`src/rtl/if_stage.sv`:
```
// Instruction-fetch stage with IF/ID register: owns the PC, keeps one fetch in flight,
// and uses a one-entry skid buffer for stalls. Define IF_PERF_CNT_EN to add perf counters.
module if_stage #(
    parameter logic [31:0] RESET_PC  = 32'h0000_0000,
    parameter logic [31:0] NOP_INSTR = 32'h0000_0013
) (
    input  logic        clk,
    input  logic        rst_n,
    input  logic        stall_i,
    input  logic        flush_i,
    input  logic        redirect_i,
    input  logic [31:0] redirect_pc_i,
    output logic        imem_req_o,
    output logic [31:0] imem_addr_o,
    input  logic        imem_rvalid_i,
    input  logic [31:0] imem_rdata_i,
    output logic        id_valid_o,
    output logic [31:0] id_pc_o,
    output logic [31:0] id_instr_o
`ifdef IF_PERF_CNT_EN
   ,output logic [31:0] perf_fetch_o,
    output logic [31:0] perf_stall_o
`endif
);

    typedef enum logic [1:0] {BOOT, READY, WAIT, HOLD} state_e;

    state_e      state_q, state_d;
    logic [31:0] pc_q, pc_d;
    logic        kill_q, kill_d;
    logic [31:0] skid_q, skid_d;
    logic        id_valid_q, id_valid_d;
    logic [31:0] id_pc_q, id_pc_d;
    logic [31:0] id_instr_q, id_instr_d;

    logic        req_c;
    logic [31:0] addr_c;
    logic        ld_c;
    logic [31:0] ld_instr_c;
    logic        bubble_c;

    always_comb begin
        state_d    = state_q;
        pc_d       = pc_q;
        kill_d     = kill_q;
        skid_d     = skid_q;
        req_c      = 1'b0;
        addr_c     = pc_q;
        ld_c       = 1'b0;
        ld_instr_c = imem_rdata_i;
        bubble_c   = 1'b0;

        if (redirect_i) begin
            // A fetch still in flight must be killed when it returns; otherwise restart clean.
            pc_d     = redirect_pc_i & ~32'h3;
            bubble_c = 1'b1;
            if (state_q == WAIT && !imem_rvalid_i) begin
                kill_d = 1'b1;
            end else begin
                kill_d  = 1'b0;
                state_d = READY;
            end
        end else begin
            case (state_q)
                BOOT: begin
                    if (!stall_i) begin
                        req_c   = 1'b1;
                        addr_c  = RESET_PC;
                        state_d = WAIT;
                    end
                end
                READY: begin
                    if (!stall_i) begin
                        req_c   = 1'b1;
                        state_d = WAIT;
                    end
                end
                WAIT: begin
                    if (imem_rvalid_i) begin
                        if (kill_q) begin
                            kill_d = 1'b0;
                            req_c  = 1'b1;
                        end else if (stall_i) begin
                            skid_d  = imem_rdata_i;
                            state_d = HOLD;
                        end else begin
                            ld_c   = 1'b1;
                            pc_d   = pc_q + 32'd4;
                            req_c  = 1'b1;
                            addr_c = pc_q + 32'd4;
                        end
                    end
                end
                HOLD: begin
                    if (!stall_i) begin
                        ld_c       = 1'b1;
                        ld_instr_c = skid_q;
                        pc_d       = pc_q + 32'd4;
                        req_c      = 1'b1;
                        addr_c     = pc_q + 32'd4;
                        state_d    = WAIT;
                    end
                end
                default: state_d = BOOT;
            endcase
        end
    end

    // Flush (or redirect) wins over both a load and a stall hold.
    always_comb begin
        id_valid_d = id_valid_q;
        id_pc_d    = id_pc_q;
        id_instr_d = id_instr_q;
        if (bubble_c || flush_i) begin
            id_valid_d = 1'b0;
            id_instr_d = NOP_INSTR;
        end else if (ld_c) begin
            id_valid_d = 1'b1;
            id_pc_d    = pc_q;
            id_instr_d = ld_instr_c;
        end
    end

    always_ff @(posedge clk or negedge rst_n) begin
        if (!rst_n) begin
            state_q    <= BOOT;
            pc_q       <= RESET_PC;
            kill_q     <= 1'b0;
            skid_q     <= NOP_INSTR;
            id_valid_q <= 1'b0;
            id_pc_q    <= RESET_PC;
            id_instr_q <= NOP_INSTR;
        end else begin
            state_q    <= state_d;
            pc_q       <= pc_d;
            kill_q     <= kill_d;
            skid_q     <= skid_d;
            id_valid_q <= id_valid_d;
            id_pc_q    <= id_pc_d;
            id_instr_q <= id_instr_d;
        end
    end

    // BOOT requests combinationally, so mask the request while reset is held.
    assign imem_req_o  = req_c & rst_n;
    assign imem_addr_o = addr_c;
    assign id_valid_o  = id_valid_q;
    assign id_pc_o     = id_pc_q;
    assign id_instr_o  = id_instr_q;

`ifdef IF_PERF_CNT_EN
    logic [31:0] perf_fetch_q, perf_stall_q;

    always_ff @(posedge clk or negedge rst_n) begin
        if (!rst_n) begin
            perf_fetch_q <= 32'd0;
            perf_stall_q <= 32'd0;
        end else begin
            if (ld_c && !bubble_c && !flush_i) perf_fetch_q <= perf_fetch_q + 32'd1;
            if (stall_i && id_valid_q)         perf_stall_q <= perf_stall_q + 32'd1;
        end
    end

    assign perf_fetch_o = perf_fetch_q;
    assign perf_stall_o = perf_stall_q;
`endif

endmodule

```
`config.mk`:
```
export PLATFORM = sky130hd
export DESIGN_NAME = if_stage
export DESIGN_NICKNAME = d
export VERILOG_FILES = /design/src/rtl/if_stage.sv
export SDC_FILE = /design/constraint.sdc
export NUM_CORES = 1
export LEC_CHECK = 0
export CAP_MARGIN = 20
export CORE_AREA = 2 2 145 105
export DETAILED_ROUTE_END_ITERATION = 10
export DIE_AREA = 0 0 147 107
export GPL_ROUTABILITY_DRIVEN = 1
export PLACE_DENSITY = 0.87
export RECOVER_POWER = 50
export SLEW_MARGIN = 20
export SYNTH_ARGS = -nofsm -noshare
export SYNTH_HDL_FRONTEND = slang
export SYNTH_SLANG_ARGS = --single-unit
```
`constraint.sdc`:
```
create_clock -name clk -period 2.7 [get_ports clk]
set_clock_uncertainty 0.15 [all_clocks]
set_input_delay 0.405 -clock clk [delete_from_list [all_inputs] [get_ports clk]]
set_output_delay 0.405 -clock clk [all_outputs]
set_load 0.02 [all_outputs]
```
### After elaboration in Yosys (flattened, before gate mapping)

Cells that the tools add are included.

* add/sub/neg operators: 1
* eq/ne operators: 8
* mux-type cells: 36
* bitwise operators: 4
* reduce and logical (&&, ||, !) cells: 13

Operators by type and width (number)
* two-way mux 32 bit: 11
* case mux 32 bit (3 select lines): 1
* case mux 32 bit (2 select lines): 1
* adder 32 x 3 -> 32 bit, second input constant: 1
* two-way mux 1 bit: 14
* two-way mux 2 bit: 6
* != test 3 bit, second input constant: 3
* nonzero test 2 bit: 3
* AND reduction 5 bit: 1
* equality test 2 bit, second input constant: 2
* case mux 1 bit (2 select lines): 2
* case mux 2 bit (2 select lines): 1
* AND reduction 2 bit: 2
* AND reduction 4 bit: 1
* != test 3 x 2 -> 1 bit, second input constant: 1
* inverter 1 bit: 3
* nonzero test 3 bit: 1
* OR reduction 3 bit: 1
* equality test 2 x 1 -> 1 bit, second input constant: 1
* zero test 2 bit: 1
* != test 2 bit, second input constant: 1
* bitwise AND 1 bit: 1
* logical AND 1 bit: 1
* zero test 1 bit: 1
* logical OR 1 bit: 1

* flip-flop bits (word level): 132

### Logic depth before layout (Yosys ltp)

* depth after elaboration: 7
* mapped depth: 8

### Worst setup path after synthesis

No wires, ideal clock.

* path kind: flip-flop to output port
* start: register state_q[0]
* end: output imem_req_o
* arrival: 2.048 ns
* data required time: 2.145 ns
* path slack: 0.097 ns
* cell stages (with the launch flop): 5
* buffers on the path: 1
* cell sequence: dfrtp_1 -> clkbuf_1 -> nor2_1 -> nand2_1 -> a2111oi_0

* cells in the longest elaborated chain, start to end: 5

RTL lines
* start: declaration: RTL line 28 `state_e state_q, state_d;`
* start signal: assignment: RTL line 134 `state_q <= state_d;`
* equality test 2 bit (tied with other cells): RTL line 64 `case (state_q)`
* OR reduction 3 bit (no source line)
* case mux 1 bit (2 select lines) *: RTL line 64
* two-way mux 1 bit *: RTL line 53 `if (redirect_i) begin`
* bitwise AND 1 bit *: RTL line 145 `assign imem_req_o = req_c & rst_n;`
* end: declaration: RTL line 13 `output logic imem_req_o,`

Every way passes the cells marked *; elsewhere a longest branch is shown, timed or not.

### Final worst setup path

* start: register pc_q[3]
* end: output imem_addr_o[29]

* cells in the longest elaborated chain, start to end: 6

RTL lines
* start: declaration: RTL line 29 `logic [31:0] pc_q, pc_d;`
* start signal: assignment: RTL line 135 `pc_q <= pc_d;`
* adder 32 x 3 -> 32 bit *: RTL line 90, 100
* two-way mux 32 bit *: RTL line 83, 95
* two-way mux 32 bit
* two-way mux 32 bit: RTL line 79 `if (imem_rvalid_i) begin`
* case mux 32 bit (3 select lines) *: RTL line 64
* two-way mux 32 bit *: RTL line 53
* end: declaration: RTL line 14 `output logic [31:0] imem_addr_o,`

Marks and branches as above.

==> out/metrics.csv <==
metric,value,unit
CP Max Fanout,3,
reg2reg start,state_q[1],
die height,107,µm
Sw Ratio,32.6,%
Async SR Flop Fraction,100,%
WP data required,2140,ps
row count,37,
YS warnings,0,
DP Area,9600,µm²
Ports,168,
Pwr Density,633,nW/µm²
Residual DRC,0,
Synth Instances,761,
largest net degree at the start of global routing,129,
hpwl dp,15.1,mm
CP Data Arrival Time,2490,ps
total track usage,29.2,%
final hold violations,0,
Gate power share,29.8,%
number of routed nets with antenna violations,0,
GP Congestion,0.925,
Final setup violation count,26,
final slew viol count,129,
drt wl/cell,19.3,µm
met3 routed WL,2.08,mm
area grow syn2layout,49.1,%
Finished Cell Area,10700,µm²
Crit. Startpoint,pc_q[3],
fin nets,1090,
Clock Tree Buf Depth,2,
Met2 Routed Length,11.0,mm
M1 WL,10.1,mm
cell area after synthesis,7170,µm²
Top Metal Used,met4,
CTS tree,yes,
Int Power,4.56,mW
max incr delay on CP,470,ps
Slew @ Worst Pin,1740,ps
clk_lat worst skew,410,ps
vias,7314,
TritonCTS Buffers,17,
Post-synth EDFFs,0,
1st-pass router iterations,5,
Storage cell area,3210,µm²
core area,14400,µm²
min cycle time layout,3050,ps
IO Port Bufs,161,
clk root buf,clkbuf_16,
slew margin rel.,-16.3,%
CP Class,reg -> out,
Vias/cell,5.97,
clock network power share,33.5,%
Die ar.,15700,µm²
Worst setup EP type,output port,
ys flop type,dfrtp_1,
"Worst Setup Slack, final",-348,ps
violated checks,"max-capacitance violations, max-slew violations, negative setup slack",
Final Power,6.77,mW
Yosys reg bits,128,
Post-Route WL,23.7,mm
synth unique cells,67,
DIE WIDTH,147,µm
largest area contributor in the netlist,dfrtp_1,
final std cells w/o fill,1226,
initial drt markers,808,
worst vdd ir,0.466,mV
worst hold start,redirect_i,
Hold Crit Depth,3,
Leak,4.47,nW
CP startpoint kind,flip-flop,
pre-CTS setup slack,-590,ps
layout cells sized above 1,32.2,%
Layout fillers,961,
# clock sinks,128,
Slowest cell on crit path,or4_1,
Multi-input gate area,3920,µm²
reg2reg setup slack,310,ps
FMAX,0.328,GHz
WHS Endpoint,pc_q[15],
ANT cells,0,
final period utilization,113,%
share of power burned in registers,36.7,%
Max Cap Violations,1,
global-route wire length before repair,36.0,mm
RSZ-0062 raised after global routing,true,
Clock Pin Slew Worst Setup and Hold Paths,60,ps
vias in the first global route,6867,
P_sw,2.21,mW
Synth top area share,42.6,%
register area share after synthesis,44.8,%
status,"complete, but fails checks",
gr ovfl total,0,
worst path cell trace,"buf_6, nand4b_1, nor4_4, nand2_2, or4_1, a31oi_1, buf_4",
dominant cells by area after synthesis,"dfrtp_1 43%, mux2_2 7.7%, o21ai_0 5.7%",
min-delay worst type,in -> reg,
Avg Inst Size Synth,9.42,µm²
initial core utilization,50.0,%
H-tree depth,4,
Critical R2R Capture,id_instr_o[18],
initial antenna violation count,0,
# placed instances,1166,
cells on worst reg2reg path,8,
kinds of logic after synthesis:
family,Yosys count,synth area share [%]
simple gates,260,18.1
xor+xnor,27,3.30
fa+ha+maj,2,0.349
mux,67,10.4
flops,128,44.8
compound gates,194,17.2
buf+inv,82,5.76
other cells,1,0.0523
registers in the layout, indices dropped and copies added, names as in the netlist:
signal,cells
state_q,2
id_instr_o,32
id_valid_o,1
skid_q,32
id_pc_o,30
pc_q,30
kill_q,1
per-layer routing:
metal	up-vias	track usage, %
met5	-	0
met1	3556	41.6
met2	420	45.5
met3	60	6.26
met4	0	7.97
li1	3278	-
layout make-up:
class,instances,share of cell area [%]
clock buffer,18,4.11
clock inverter,14,1.33
sequential,128,30.0
tap,195,2.28
multi-input combinational,554,36.6
inverter,8,0.281
timing repair buffer,309,25.3
power by group through the flow:
stage,logic (mW),registers [mW],clock network (mW)
2_1_floorplan,0.778,2.68,0
3_3_place_gp,1.86,2.48,0
3_5_place_dp,1.90,2.51,0
4_1_cts,1.92,2.48,2.29
5_1_grt,2.14,2.53,2.38
6_report,2.01,2.49,2.27
metrics by stage:
step | hold WS, ps | TNS [ps] | utilization [%]
5_1_grt | 213 | -20980 | 74.5
3_3_place_gp | 315 | -11260 | 66.9
2_1_floorplan | -40.6 | 0 | -
3_5_place_dp | 331 | -12690 | 66.9
4_1_cts | 179 | -2220 | 72.5
6_report | 195 | -4720 | 74.5
cells in the final DEF (no fill, tap or decap), types with 5 or more instances in the layout:
cell type        instances
mux2_2                  49
clkdlybuf4s50_1        126
nand2_1                102
a311oi_1                29
nor2_1                  55
dfrtp_1                122
clkbuf_16               17
inv_1                    6
clkinvlp_4               5
nor3_1                   9
buf_4                  142
buf_2                    8
mux2i_1                  5
dfstp_2                  6
buf_6                   22
o21ai_1                 30
nor4_4                   5
o21ai_2                  5
xor2_1                  24
nand4_1                 24
nand3_1                 19
a31oi_1                  9
mux2_1                  12
inv_6                    6
a21oi_1                 15
o21ai_0                 60
worst max-delay path: cells and delay by family, from the launching register on:
kind,cells,cell delay (ps)
flops,1,450
compound gates,1,230
buf+inv,2,320
simple gates,4,1090
timing repair:
item,CTS,global route
endpoints found under the hold margin,48,0
hold buffers,1,0
resized for setup,192,85
buffers inserted,16,15
endpoints found under the setup margin,31,30
pin swaps,11,35
synthesized netlist by cell type (2+ instances only):
| master | number |
|---|---|
| a2111oi_0 | 2 |
| a21oi_1 | 19 |
| a221o_1 | 2 |
| a22o_1 | 3 |
| a311oi_1 | 29 |
| a31o_2 | 2 |
| a31oi_1 | 14 |
| a41oi_1 | 4 |
| and2_1 | 2 |
| and3_1 | 4 |
| buf_1 | 4 |
| buf_2 | 16 |
| buf_4 | 5 |
| buf_6 | 6 |
| clkbuf_1 | 40 |
| clkbuf_8 | 2 |
| dfrtp_1 | 122 |
| dfstp_2 | 6 |
| ha_1 | 2 |
| inv_1 | 5 |
| inv_2 | 3 |
| mux2_1 | 13 |
| mux2_2 | 49 |
| mux2i_1 | 5 |
| nand2_1 | 104 |
| nand3_1 | 25 |
| nand4_1 | 24 |
| nand4_4 | 3 |
| nand4b_1 | 3 |
| nor2_1 | 58 |
| nor2b_1 | 6 |
| nor3_1 | 11 |
| nor4_1 | 3 |
| nor4_2 | 2 |
| nor4_4 | 2 |
| o211ai_1 | 4 |
| o21ai_0 | 82 |
| o21ai_1 | 13 |
| o221ai_1 | 4 |
| o311ai_0 | 3 |
| o31ai_1 | 3 |
| or4_1 | 2 |
| xnor2_1 | 3 |
| xor2_1 | 24 |
worst max-delay path by stage:
stage	endpoint	slack (ps)
after floorplan	imem_req_o	100
after global placement	imem_addr_o[7]	-580
after detailed placement	imem_addr_o[9]	-590
after CTS	imem_addr_o[19]	-210
after global routing	imem_addr_o[23]	-420
final	imem_addr_o[29]	-350
Power figures use the tool's default switching activity.
